## src/rtl/fifo_wr_arbiter.sv

```systemverilog
// Round-robin, burst-aware arbiter for the write port of an asynchronous FIFO.
// Optional stall counter output o_Stall_Cnt is enabled by defining FIFO_ARB_STALL_CNT_EN.
module fifo_wr_arbiter #(
  parameter int WIDTH     = 8,
  parameter int NUM_REQ   = 4,
  parameter int BURST_LEN = 4,
  localparam int IDW      = $clog2(NUM_REQ)
) (
  input  logic                     i_WR_clk,
  input  logic                     i_WR_rst_n,
  input  logic [NUM_REQ-1:0]       i_Req,
  input  logic [NUM_REQ*WIDTH-1:0] i_Data,
  input  logic                     i_Full,
  output logic [NUM_REQ-1:0]       o_Ack,
  output logic                     o_WR_En,
  output logic [WIDTH-1:0]         o_WR_Data,
  output logic [IDW-1:0]           o_Grant_ID,
  output logic                     o_Busy
`ifdef FIFO_ARB_STALL_CNT_EN
  , output logic [15:0]            o_Stall_Cnt
`endif
);

  localparam int CW   = $clog2(BURST_LEN + 1);
  localparam int IDW1 = IDW + 1;

  typedef enum logic {ST_IDLE, ST_BURST} state_t;

  state_t         state_reg, state_next;
  logic [IDW-1:0] owner_reg, owner_next;
  logic [IDW-1:0] last_reg, last_next;
  logic [CW-1:0]  cnt_reg, cnt_next;

  logic [WIDTH-1:0] data_word [NUM_REQ];

  generate
    for (genvar gi = 0; gi < NUM_REQ; gi++) begin : g_data
      assign data_word[gi] = i_Data[gi*WIDTH +: WIDTH];
    end
  endgenerate

  // Rotate requests so bit 0 is the requester just after last, then pick the lowest set bit.
  logic [2*NUM_REQ-1:0] req_dbl;
  logic [2*NUM_REQ-1:0] req_shift;
  logic [NUM_REQ-1:0]   req_rot;
  logic [IDW:0]         shamt;
  logic [IDW:0]         sel_sum;
  logic [IDW-1:0]       sel_off;
  logic [IDW-1:0]       sel;
  logic                 sel_valid;

  assign req_dbl   = {i_Req, i_Req};
  assign shamt     = {1'b0, last_reg} + IDW1'(1);
  assign req_shift = req_dbl >> shamt;
  assign req_rot   = req_shift[NUM_REQ-1:0];
  assign sel_valid = |i_Req;

  always_comb begin
    sel_off = '0;
    for (int j = NUM_REQ - 1; j >= 0; j--) begin
      if (req_rot[j]) sel_off = IDW'(j);
    end
    sel_sum = shamt + {1'b0, sel_off};
    sel     = (sel_sum >= IDW1'(NUM_REQ)) ? IDW'(sel_sum - IDW1'(NUM_REQ)) : IDW'(sel_sum);
  end

  logic [CW-1:0] cnt_inc;
  assign cnt_inc = cnt_reg + CW'(1);

  always_ff @(posedge i_WR_clk) begin
    if (!i_WR_rst_n) begin
      state_reg <= ST_IDLE;
      owner_reg <= '0;
      last_reg  <= IDW'(NUM_REQ - 1);
      cnt_reg   <= '0;
    end else begin
      state_reg <= state_next;
      owner_reg <= owner_next;
      last_reg  <= last_next;
      cnt_reg   <= cnt_next;
    end
  end

  always_comb begin
    state_next = state_reg;
    owner_next = owner_reg;
    last_next  = last_reg;
    cnt_next   = cnt_reg;
    case (state_reg)
      ST_IDLE: begin
        if (sel_valid && !i_Full) begin
          if (BURST_LEN == 1) begin
            last_next = sel;
          end else begin
            owner_next = sel;
            cnt_next   = CW'(1);
            state_next = ST_BURST;
          end
        end
      end
      ST_BURST: begin
        if (!i_Req[owner_reg]) begin
          // Owner withdrew: give up the grant, costing one dead cycle.
          state_next = ST_IDLE;
          last_next  = owner_reg;
        end else if (!i_Full) begin
          cnt_next = cnt_inc;
          if (cnt_inc == CW'(BURST_LEN)) begin
            state_next = ST_IDLE;
            last_next  = owner_reg;
          end
        end
      end
      default: state_next = ST_IDLE;
    endcase
  end

  logic [IDW-1:0] grant;

  always_comb begin
    grant      = '0;
    o_WR_En    = 1'b0;
    o_WR_Data  = '0;
    o_Busy     = 1'b0;
    o_Ack      = '0;
    if (i_WR_rst_n) begin
      if (state_reg == ST_BURST) begin
        grant   = owner_reg;
        o_WR_En = i_Req[owner_reg] & ~i_Full;
        o_Busy  = 1'b1;
      end else begin
        grant   = sel;
        o_WR_En = sel_valid & ~i_Full;
      end
      o_WR_Data = data_word[grant];
      if (o_WR_En) o_Ack = NUM_REQ'(1) << grant;
    end
    o_Grant_ID = grant;
  end

`ifdef FIFO_ARB_STALL_CNT_EN
  logic        want_wr;
  logic [15:0] stall_cnt_reg;

  assign want_wr = (state_reg == ST_BURST) ? i_Req[owner_reg] : sel_valid;

  always_ff @(posedge i_WR_clk) begin
    if (!i_WR_rst_n) begin
      stall_cnt_reg <= '0;
    end else if (want_wr && i_Full && (stall_cnt_reg != 16'hFFFF)) begin
      stall_cnt_reg <= stall_cnt_reg + 16'd1;
    end
  end

  assign o_Stall_Cnt = stall_cnt_reg;
`endif

endmodule

```

## config.mk

```make
export PLATFORM = sky130hd
export DESIGN_NAME = fifo_wr_arbiter
export DESIGN_NICKNAME = d
export VERILOG_FILES = /design/src/rtl/fifo_wr_arbiter.sv
export SDC_FILE = /design/constraint.sdc
export NUM_CORES = 1
export LEC_CHECK = 0
export ABC_AREA = 1
export BUFFER_PORTS_ARGS = -buffer_cell sky130_fd_sc_hd__buf_2
export CORE_MARGIN = 10
export CORE_UTILIZATION = 40
export DETAILED_ROUTE_END_ITERATION = 12
export PLACE_DENSITY = 0.81
export SYNTH_ARGS = -nofsm -noshare
export SYNTH_HDL_FRONTEND = slang
export SYNTH_SLANG_ARGS = --single-unit
```

## constraint.sdc

```tcl
create_clock -name i_WR_clk -period 3.55 [get_ports i_WR_clk]
set_clock_uncertainty 0.1 [all_clocks]
set_input_delay 0.71 -clock i_WR_clk [delete_from_list [all_inputs] [get_ports i_WR_clk]]
set_output_delay 0.71 -clock i_WR_clk [all_outputs]
set_load 0.01 [all_outputs]
```

==> results of run 1 <==
cell usage after synthesis, drive strengths merged:
| cell | number |
|---|---|
| inv | 13 |
| a21oi | 16 |
| o21a | 1 |
| nand2 | 43 |
| mux2 | 16 |
| ha | 4 |
| nand3 | 24 |
| xor2 | 1 |
| o21ai | 8 |
| dfxtp | 8 |
| nor2 | 16 |
| buf | 7 |
| o211ai | 1 |
| o22ai | 1 |
| clkinv | 9 |
| xnor2 | 1 |
metal layers:
metal / vias to the layer above / track usage, %
met3: 4 / 3.59
li1: 667 / -
met4: 0 / 2.69
met2: 31 / 19.4
met1: 575 / 12.4
met5: - / 0
worst paths after layout:
path	start	to	slack (ns)	depth (start not counted)
min	cnt_reg[1]$_SDFFE_PN0P_	cnt_reg[1]$_SDFFE_PN0P_	0.38	2
min reg2reg	cnt_reg[1]$_SDFFE_PN0P_	cnt_reg[1]$_SDFFE_PN0P_	0.38	2
max	i_Req[2]	o_WR_Data[3]	0.17	15
max reg2reg	last_reg[0]$_SDFFE_PN1P_	owner_reg[1]$_SDFFE_PN0P_	1.71	12
power by group:
group          switching [mW]  internal [mW]  total, mW
clock                  0.0291         0.0386     0.0677
combinational           0.225          0.186      0.411
sequential             0.0112         0.0983      0.109
total                   0.265          0.323      0.588
metrics by stage:
stage	hold slack [ns]	std cells
finish	0.378	255
global route	0.410	255
CTS	0.382	251
detailed placement	0.373	248
global placement	0.367	248
floorplan	0.349	169
what timing repair did:
action	4_1_cts	5_1_grt
hold buffers	0	0
buffers inserted	0	2
setup endpoints to repair	0	8
resized for setup	0	3
cells in the final DEF (no fill, tap or decap), types with 3 or more instances in the layout:
| master | n |
|---|---|
| dfxtp_1 | 8 |
| a21oi_1 | 8 |
| nor2_1 | 6 |
| clkinv_1 | 9 |
| inv_2 | 6 |
| nand2_1 | 35 |
| inv_1 | 7 |
| buf_2 | 54 |
| mux2_2 | 16 |
| o21ai_0 | 5 |
| ha_1 | 4 |
| clkbuf_4 | 3 |
| nand3_1 | 15 |
| a21oi_2 | 8 |
| o21ai_1 | 3 |
| nand2_2 | 7 |
| nor2_2 | 10 |
| nand3_2 | 9 |
| nand2_4 | 3 |
layout make-up:
class / instances / area, um^2 / area share [%]
Clock buffer: 3 / 22.5 / 1.51
Inverter: 22 / 82.6 / 5.55
Multi-Input combinational cell: 134 / 878 / 59.0
Sequential cell: 8 / 160 / 10.8
Tap cell: 31 / 38.8 / 2.61
Timing Repair Buffer: 57 / 305 / 20.5
worst register-to-register path: cells and delay by family, from the launching register on:
family	cells	cell delay [ns]
fa+ha+maj	1	0.19
simple gates	8	0.67
flops	1	0.41
buf+inv	1	0.10
compound gates	1	0.06
xor+xnor	1	0.19
kinds of logic (layout without fill, tap and decap cells):
| family | count (synthesis) | count (layout) |
|---|---|---|
| mux | 16 | 16 |
| compound gates | 27 | 27 |
| xor+xnor | 2 | 2 |
| simple gates | 83 | 85 |
| buf+inv | 29 | 82 |
| flops | 8 | 8 |
| fa+ha+maj | 4 | 4 |
==> results by group, run 1 <==
Timing
  • Setup tns final: 0 ns
  • Hold Vio Cnt, Final: 0
  • Setup WS post-layout: 0.169 ns
  • Final min period: 3.38 ns
  • Max Clock Freq: 296 MHz
  • Final worst-path cycle share: 95.2%
  • Final setup viols: 0
  • Fin. max-slew vios: 0
  • Worst slew margin: 31.5%
  • Worst-Margin Slew: 1.03 ns

Worst setup path
  • Crit-path cells: buf_2 > nand2_1 > nand3_1 > nand2_2 > nand3_1 > nand2_1 > nand2_1 > ha_1 > nand2_2 > nand2_2 > buf_4 > mux2_2 > a21oi_2 > nor2_2 > buf_2
  • Worst Path Buf+Inv: 3
  • Worst setup SP type: input pin
  • Req. time, crit path: 2.74 ns
  • CP max FO: 4
  • Worst Path Class, Setup: input pin to primary output
  • Critical Path Max Stage Delay: 0.32 ns
  • Critical Path AT: 2.57 ns
  • Slowest-stage cell, CP: mux2_2
  • Largest delay share family, worst path: simple AND/OR/NAND/NOR gates
  • CP Capture Type: primary output

Layout
  • P&R area growth vs syn: 27.7%
  • Nets@finish: 269
  • Max FFs per register: 3
  • Fraction of layout cells with a size suffix above 1: 53.1%
  • Utilization after layout: 53.5%
  • Final instance area: 1490 um^2
  • Filler cells: 275
  • Ant diodes: 0

Place
  • Port Buffers: 54
  • Dpl ws: 0.0299 ns
  • Placed Instance Area: 1430 um^2
  • Final HPWL DP: 2.54 mm
  • RePlAce Congestion: 0.865

Routing
  • Wire per inst: 12.5 um
  • DR WL met2: 1.66 mm
  • # DRC: 0
  • Top routing layer used: met4
  • Metal-1 WL: 1.27 mm
  • DR vias/cell: 5.01
  • Via count: 1,277
  • DRT antenna net count: 0
  • First DRT Iteration DRCs: 50
  • Met3 routed WL: 222 um
  • Post-Route WL: 3.19 mm
  • Drt pass-1 iters: 4

Global route
  • Initial antenna violation count: 0
  • Gr ovfl total: 0
  • Pin count of the biggest net entering global routing: 21
  • All-Layer GR Usage: 11.0%
  • First-pass GRT wire length: 5.13 mm
  • Vias in the first global route: 1,222

Pwr
  • PwrDens: 395 nW/um^2
  • VDD IR-drop max: 0.305 mV
  • Leakage: 0.796 nW
  • Tot Pwr: 588 uW

Logic synthesis
  • XOR/XNOR Fraction of Synth Area: 1.50%
  • Syn. warnings: 0
  • Post-synthesis mux area share: 15.5%
  • Synth top area share: 15.5%
  • Syn Inst Count: 169
  • Synth Area per Inst: 6.89 um^2
  • Post-Syn Area: 1160 um^2
  • Synthesized net count: 212
  • Synth Area in Compound Gates: 14.7%
  • Largest family of logic cells by synthesized area: simple AND/OR/NAND/NOR gates
  • Cell accounting for the most synthesized area: mux2_2
  • Post-Synth Simple-Gate Area: 37.3%
  • Dominant cells by area after synthesis: mux2_2 15%, dfxtp_1 14%, nand2_1 12%
  • Synthesis-stage register bit count: 8
  • Adder-Cell Fraction of Synth Area: 4.30%
  • Sequential area share after synthesis: 13.7%
  • Synth cell types: 26

Die
  • I/O pins: 55
  • Die X: 74.0 um
  • Core ar.: 2780 um^2
  • Row count: 19
  • Initial Util: 41.9%
  • Die Area: 5470 um^2
  • Die H: 74.0 um

Run status
  • Status: finished, final reports clean

Clocking
  • Clock Sinks: 8
  • Htree depth: 1
  • Later-pin clock latency in the skew report: 0.25 ns
  • Max Buffers Root-to-Sink: 2
  • CTS clk-pin slew, worst paths: 0.05 ns
  • CTS tree: built
  • Clock root buffer: clkbuf_4
  • TritonCTS Buffers: 3

Worst hold path
  • Hold Crit Class: flip-flop to flip-flop

Job
  • Maxcap violations: 0
No activity file was read; power rests on OpenSTA's default activity.
==> run 2, diff against run 1 <==
--- a/config.mk
+++ b/config.mk
@@ -5,12 +5,12 @@
 export SDC_FILE = /design/constraint.sdc
 export NUM_CORES = 1
 export LEC_CHECK = 0
-export ABC_AREA = 1
 export BUFFER_PORTS_ARGS = -buffer_cell sky130_fd_sc_hd__buf_2
 export CORE_MARGIN = 10
 export CORE_UTILIZATION = 40
+export CTS_CLUSTER_SIZE = 30
 export DETAILED_ROUTE_END_ITERATION = 12
-export PLACE_DENSITY = 0.81
+export PLACE_DENSITY = 0.8
 export SYNTH_ARGS = -nofsm -noshare
 export SYNTH_HDL_FRONTEND = slang
 export SYNTH_SLANG_ARGS = --single-unit
==> run 2 against run 1 <==
The run now ends with negative setup slack left. Largest cell class unchanged. Core utilization rose by 11 points. Register-to-register slack worse by 0.61 ns. Critical path depth shrank 2. Clock-buffer cell count did not move. Critical endpoint is now o_WR_Data[7]. Global-route usage is 1.4 points higher. Cell count up 4.3%. Total power up 16%. Setup slack worse by 0.48 ns. Hold slack better by 0.065 ns.
==> results by group, run 2 <==
Timing
  • Hold Vio Cnt, Final: 0 (unchanged)
  • Setup WS post-layout: -0.309 ns (-0.479 ns)
  • Final worst-path cycle share: 109% (+13 points)
  • Max Clock Freq: 259 MHz (-12%)
  • Setup tns final: -2.18 ns (-2.18 ns)
  • Worst slew margin: 63.7% (+32 points)
  • Final min period: 3.86 ns (+0.479 ns)
  • Fin. max-slew vios: 0 (unchanged)
  • Unrepaired setup endpoints after global routing: true
  • Worst-Margin Slew: 0.542 ns (-0.484 ns)
  • Final setup viols: 10 (+10)
  • Fin Hold WS: 0.443 ns (+0.0652 ns)

Worst setup path
  • Req. time, crit path: 2.74 ns (about the same)
  • Worst reg2reg path endpoint: owner_reg[1]$_SDFFE_PN0P_
  • Worst R2R Setup Slack: 1.10 ns (-0.61 ns)
  • Crit path launch: i_Req[3]
  • Register-to-Register Path Depth: 11 (-1)
  • Setup crit end: o_WR_Data[7]
  • Critical Path AT: 3.05 ns (+0.48 ns)
  • CP Capture Type: primary output
  • Worst r2r src: last_reg[0]$_SDFFE_PN1P_
  • CP max FO: 4 (unchanged)
  • Worst setup SP type: input pin
  • Worst Path Class, Setup: input pin to primary output

Layout
  • Most frequent cells in the layout: 52 x buf_2, 17 x nor2_1, 15 x buf_4, 13 x a21oi_1, 11 x mux2i_2
  • Most common cell after layout, fill and taps aside: buf_2
  • Final instance area: 1960 um^2 (+32%)
  • P&R area growth vs syn: 56.1%
  • Max FFs per register: 3 (unchanged)
  • Ant diodes: 0 (unchanged)
  • Utilization after layout: 64.6% (+11 points)
  • Finished Layout Cells: 266 (+4.3%)
  • Nets@finish: 267 (-0.74%)
  • Fraction of layout cells with a size suffix above 1: 57.2% (+4.1 points)

Routing
  • Wire per inst: 16.1 um (+29%)
  • Post-Route WL: 4.27 mm (+34%)
  • # DRC: 0 (unchanged)
  • Via count: 1,500 (+17%)
  • DRT antenna net count: 0 (unchanged)
  • Drt pass-1 iters: 4 (unchanged)
  • DR vias/cell: 5.64 (+13%)
  • First DRT Iteration DRCs: 114 (+130%)

Logic synthesis
  • Synth Area per Inst: 8.04 um^2 (+17%)
  • Synth cell count leaders: 24 x nor2_1, 17 x mux2i_1, 13 x a21oi_1
  • EDFF count, synth: 0 (unchanged)
  • Syn. warnings: 0 (unchanged)
  • Synthesis-stage register bit count: 8 (unchanged)
  • Synth top area share: 13.6% (-1.9 points)
  • Synth cell types: 44 (+69%)
  • Cell accounting for the most synthesized area: mux2i_1
  • Sequential area share after synthesis: 12.8% (-0.97 points)
  • Syn Inst Count: 156 (-7.7%)
  • Post-synth top flop: dfxtp_1
  • Top-count cell post-synth: nor2_1
  • Synthesized net count: 199 (-6.1%)
  • Post-Syn Area: 1250 um^2 (+7.6%)
  • Dominant cells by area after synthesis: mux2i_1 14%, dfxtp_1 13%, nor2_1 7.2%
  • Async set or reset register ratio after synthesis: 0% (unchanged)

Place
  • RePlAce Congestion: 0.805 (-7.0%)
  • Port Buffers: 54 (unchanged)
  • Final HPWL DP: 2.92 mm (+15%)
  • Inst Count DP: 256 (+3.2%)
  • Placed Instance Area: 1630 um^2 (+15%)

Die
  • Row count: 20 (+1)
  • Core ar.: 3030 um^2 (+8.9%)
  • Die H: 76.0 um (+2.7%)
  • Die X: 76.0 um (+2.7%)
  • Initial Util: 41.4% (-0.48 points)
  • Die Area: 5770 um^2 (+5.5%)
  • I/O pins: 55 (unchanged)

Pwr
  • Leakage: 0.869 nW (+9.2%)
  • VDD IR-drop max: 0.199 mV (-35%)
  • PwrDens: 347 nW/um^2 (-12%)

Clocking
  • Htree depth: 1 (unchanged)
  • CTS clk-pin slew, worst paths: 0.06 ns (about the same)
  • Max Buffers Root-to-Sink: 2 (unchanged)
  • TritonCTS Buffers: 3 (unchanged)
  • CTS Hold Buffers Added: 0 (unchanged)
  • Later-pin clock latency in the skew report: 0.25 ns (about the same)
  • Clock Sinks: 8 (unchanged)
  • Clock root buffer: clkbuf_4
  • CTS tree: built

Run status
  • Failing checks: negative setup slack
  • Status: finished, violations left

Global route
  • Pin count of the biggest net entering global routing: 18 (-14%)
  • Vias in the first global route: 1,441 (+18%)
  • Initial antenna violation count: 0 (unchanged)
  • First-pass GRT wire length: 6.40 mm (+25%)
  • Gr ovfl total: 0 (unchanged)
  • All-Layer GR Usage: 12.4% (+1.4 points)

Job
  • Maxcap violations: 0 (unchanged)

Worst hold path
  • Hold Crit Class: flip-flop to flip-flop
run 2: cell families after synthesis:
family	after synthesis	share of synthesized area, %
buffers and inverters	19	10.4
flip-flops	8	12.8
AND/OR/NAND/NOR	52	21.0
AO/OA/AOI/OAI	51	32.1
XOR/XNOR	3	3.29
multiplexers	19	16.5
adder cells (fa/ha/maj)	4	3.99
run 2: routing by layer:
| metal | track usage (%) | up-vias | part of all wire [%] |
|---|---|---|---|
| li1 | - | 723 | - |
| met1 | 15.4 | 711 | 41 |
| met2 | 21.3 | 62 | 53 |
| met3 | 2.24 | 4 | 4.6 |
| met4 | 2.84 | 0 | 0.63 |
| met5 | 0 | - | 0 |
run 2: metrics by stage:
stage / worst slack [ns] / total power [mW]
3_3_place_gp: -0.221 / 0.471
3_5_place_dp: -0.268 / 0.478
5_1_grt: -0.424 / 0.724
4_1_cts: -0.213 / 0.558
6_report: -0.309 / 0.679
2_1_floorplan: -0.00745 / 0.387
run 2: worst min path at each step:
| stage | to | start | depth (start not counted) | slack [ns] |
|---|---|---|---|---|
| after global placement | cnt_reg[1]$_SDFFE_PN0P_ | cnt_reg[1]$_SDFFE_PN0P_ | 2 | 0.41 |
| after detailed placement | cnt_reg[1]$_SDFFE_PN0P_ | cnt_reg[1]$_SDFFE_PN0P_ | 2 | 0.43 |
| after floorplan | cnt_reg[1]$_SDFFE_PN0P_ | cnt_reg[1]$_SDFFE_PN0P_ | 2 | 0.39 |
| final | cnt_reg[1]$_SDFFE_PN0P_ | cnt_reg[1]$_SDFFE_PN0P_ | 2 | 0.44 |
| after CTS | cnt_reg[1]$_SDFFE_PN0P_ | cnt_reg[1]$_SDFFE_PN0P_ | 2 | 0.44 |
| after global routing | cnt_reg[2]$_SDFFE_PN0P_ | cnt_reg[2]$_SDFFE_PN0P_ | 2 | 0.49 |
run 2: power breakdown:
| group | switching, mW | leakage (nW) | internal [mW] |
|---|---|---|---|
| clock network | 0.0304 | 0.0138 | 0.0387 |
| registers | 0.0146 | 0.0655 | 0.0967 |
| logic | 0.236 | 0.790 | 0.263 |
run 2: area by class of cell:
cell class | instances | area, um^2
timing repair buffer | 75 | 508
multi-input combinational | 129 | 1180
inverter | 7 | 28.8
fill | 241 | 1070
tap | 44 | 55.1
sequential | 8 | 160
clock buffer | 3 | 22.5
run 2: worst max-delay path, stage by stage:
cell and delay (ns):
buf_6 0.10, or2_1 0.23, or2_4 0.24, a31oi_4 0.18
a211oi_2 0.06, ha_1 0.30, a21o_4 0.25, clkbuf_16 0.17
mux2i_4 0.19, a221oi_2 0.28, a21oi_1 0.08, nor2_2 0.11
buf_2 0.14
run 2: what timing repair did:
item | CTS | global route
pin swaps | 0 | 11
buffers inserted | 0 | 5
gates cloned | 0 | 2
setup endpoints to repair | 8 | 11
resized for setup | 6 | 35
==> run 3, diff against run 2 <==
--- a/config.mk
+++ b/config.mk
@@ -5,7 +5,7 @@
 export SDC_FILE = /design/constraint.sdc
 export NUM_CORES = 1
 export LEC_CHECK = 0
-export BUFFER_PORTS_ARGS = -buffer_cell sky130_fd_sc_hd__buf_2
+export BUFFER_PORTS_ARGS = -buffer_cell sky130_fd_sc_hd__clkbuf_2
 export CORE_MARGIN = 10
 export CORE_UTILIZATION = 40
 export CTS_CLUSTER_SIZE = 30
==> run 3 against run 2 <==
The run still ends with negative setup slack left. Via count down 1.1%. Global-route usage about the same. Sequential share of layout area about the same. Cell area up 0.32%. Clock power up 2%. Sequential cell count unchanged. Total power up 1.3%. Critical path type unchanged.
==> results by group, run 3 (synthesized netlist as in run 2, its figures left out) <==
Worst setup path
  • Most used cell, CP: buf_6
  • Crit path launch: i_Req[3]
  • Worst Path Buf+Inv: 4 (+1)
  • Crit-path cells: buf_6 > buf_6 > a311oi_4 > a31oi_4 > a211oi_2 > ha_1 > a21o_4 > buf_12 > mux2i_4 > a221oi_2 > a21oi_1 > nor2_2 > buf_2
  • Setup crit end: o_WR_Data[7]
  • Largest delay share family, worst path: compound AO/OA/AOI/OAI gates
  • Worst R2R Setup Slack: 1.13 ns (+0.03 ns)
  • CP Capture Type: primary output
  • Worst reg2reg path endpoint: owner_reg[1]$_SDFFE_PN0P_
  • Register-to-Register Path Depth: 11 (unchanged)
  • Critical path depth: 13 (unchanged)
  • Worst setup SP type: input pin
  • Worst Path Class, Setup: input pin to primary output
  • Critical Path Max Stage Delay: 0.32 ns (+0.02 ns)
  • Req. time, crit path: 2.74 ns (about the same)
  • CP max FO: 5 (+1)
  • Slowest-stage cell, CP: a311oi_4
  • Worst r2r src: last_reg[0]$_SDFFE_PN1P_
  • Critical Path AT: 3.14 ns (+0.09 ns)

Global route
  • All-Layer GR Usage: 12.4% (-0.024 points)
  • Pin count of the biggest net entering global routing: 18 (unchanged)
  • Initial antenna violation count: 0 (unchanged)
  • Vias in the first global route: 1,405 (-2.5%)
  • First-pass GRT wire length: 6.27 mm (-2.0%)
  • Gr ovfl total: 0 (unchanged)

Timing
  • Max Clock Freq: 253 MHz (-2.4%)
  • Final setup viols: 14 (+4)
  • Hold Vio Cnt, Final: 0 (unchanged)
  • Final worst-path cycle share: 111% (+2.7 points)
  • Setup WS post-layout: -0.404 ns (-0.0944 ns)
  • Worst slew margin: 62.3% (-1.5 points)
  • Fin. max-slew vios: 0 (unchanged)
  • Worst-Margin Slew: 0.564 ns (+0.0219 ns)
  • Unrepaired setup endpoints after global routing: true
  • Final min period: 3.95 ns (+0.0944 ns)

Run status
  • Failing checks: negative setup slack
  • Status: finished, violations left

Routing
  • DRT antenna net count: 0 (unchanged)
  • # DRC: 0 (unchanged)
  • Post-Route WL: 4.30 mm (+0.73%)
  • DR vias/cell: 5.55 (-1.5%)
  • Via count: 1,483 (-1.1%)
  • Drt pass-1 iters: 4 (unchanged)
  • Wire per inst: 16.1 um (+0.35%)
  • First DRT Iteration DRCs: 120 (+5.3%)

Clocking
  • TritonCTS Buffers: 3 (unchanged)
  • Clock root buffer: clkbuf_4
  • CTS tree: built
  • CTS clk-pin slew, worst paths: 0.05 ns (about the same)
  • Later-pin clock latency in the skew report: 0.26 ns (about the same)
  • Htree depth: 1 (unchanged)
  • Clock Sinks: 8 (unchanged)
  • Max Buffers Root-to-Sink: 2 (unchanged)

Layout
  • Finished Layout Cells: 267 (+0.38%)
  • Most common cell after layout, fill and taps aside: clkbuf_2
  • P&R area growth vs syn: 56.6%
  • Fraction of layout cells with a size suffix above 1: 56.1% (-1.2 points)
  • Ant diodes: 0 (unchanged)
  • Utilization after layout: 64.8% (+0.21 points)
  • Final instance area: 1960 um^2 (+0.32%)
  • Max FFs per register: 3 (unchanged)
  • Most frequent cells in the layout: 44 x clkbuf_2, 17 x nor2_1, 17 x buf_4, 12 x a21oi_1
  • Nets@finish: 268 (+0.37%)

Die
  • Die H: 76.0 um (unchanged)
  • Die Area: 5770 um^2 (unchanged)
  • Die X: 76.0 um (unchanged)
  • I/O pins: 55 (unchanged)
  • Row count: 20 (unchanged)
  • Initial Util: 41.4% (unchanged)
  • Core ar.: 3030 um^2 (unchanged)

Worst hold path
  • Hold Crit Class: flip-flop to flip-flop

Place
  • Final HPWL DP: 2.92 mm (about the same)
  • RePlAce Congestion: 0.813 (+1.0%)
  • Placed Instance Area: 1660 um^2 (+1.4%)
  • Port Buffers: 54 (unchanged)
  • Inst Count DP: 259 (+1.2%)

Pwr
  • Tot Pwr: 688 uW (+1.3%)
  • VDD IR-drop max: 0.207 mV (+3.9%)
  • PwrDens: 350 nW/um^2 (+0.94%)
  • Leakage: 0.880 nW (+1.2%)

Job
  • Maxcap violations: 0 (unchanged)
[run 3: how the worst min path moves through the flow]
stage | slack [ns] | from | depth (start not counted) | to
final | 0.44 | owner_reg[0]$_SDFFE_PN0P_ | 2 | owner_reg[0]$_SDFFE_PN0P_
after global routing | 0.48 | owner_reg[0]$_SDFFE_PN0P_ | 2 | owner_reg[0]$_SDFFE_PN0P_
after CTS | 0.45 | cnt_reg[1]$_SDFFE_PN0P_ | 2 | cnt_reg[1]$_SDFFE_PN0P_
after detailed placement | 0.43 | cnt_reg[2]$_SDFFE_PN0P_ | 2 | cnt_reg[2]$_SDFFE_PN0P_
after global placement | 0.42 | cnt_reg[1]$_SDFFE_PN0P_ | 2 | cnt_reg[1]$_SDFFE_PN0P_
after floorplan | 0.39 | cnt_reg[1]$_SDFFE_PN0P_ | 2 | cnt_reg[1]$_SDFFE_PN0P_
[run 3: per-stage QoR]
stage                     setup TNS [ns]  hold WS [ns]  setup slack (ns)
after detailed placement           -1.84         0.432            -0.271
after global routing               -4.66         0.482            -0.462
final                              -3.55         0.440            -0.404
after floorplan                 -0.00745         0.395          -0.00745
after CTS                          -1.67         0.448            -0.216
after global placement             -1.29         0.416            -0.184
[run 3: where the power goes]
part | internal [mW] | switching [mW]
Clock | 0.0387 | 0.0318
Combinational | 0.261 | 0.246
Sequential | 0.0967 | 0.0133
Total | 0.397 | 0.291
[run 3: worst min-delay path, stage by stage (launching register included)]
cell	delay, ns
dfxtp_1	0.36
nand2_1	0.08
a21oi_1	0.06
[run 3: timing repair]
| action | in CTS | in global routing |
|---|---|---|
| cloned | 0 | 2 |
| endpoints found under the setup margin | 8 | 13 |
| setup buffers | 0 | 3 |
| gates resized for setup | 8 | 38 |
| pin swaps | 0 | 21 |
| hold buffers | 0 | 0 |
[run 3: final cells by class]
| class | instances | area [um^2] |
|---|---|---|
| flip-flops and latches | 8 | 160 |
| clock buffers | 3 | 22.5 |
| multi-input cells | 129 | 1190 |
| inverters | 7 | 26.3 |
| well taps | 44 | 55.1 |
| repair buffers | 76 | 505 |
| fillers | 233 | 1060 |
[run 3: layer usage]
layer	GRT usage [%]	share of wire, %
met1	14.7	42
met2	21.6	51
met3	2.24	5.3
met4	4.17	1.4
met5	0	0
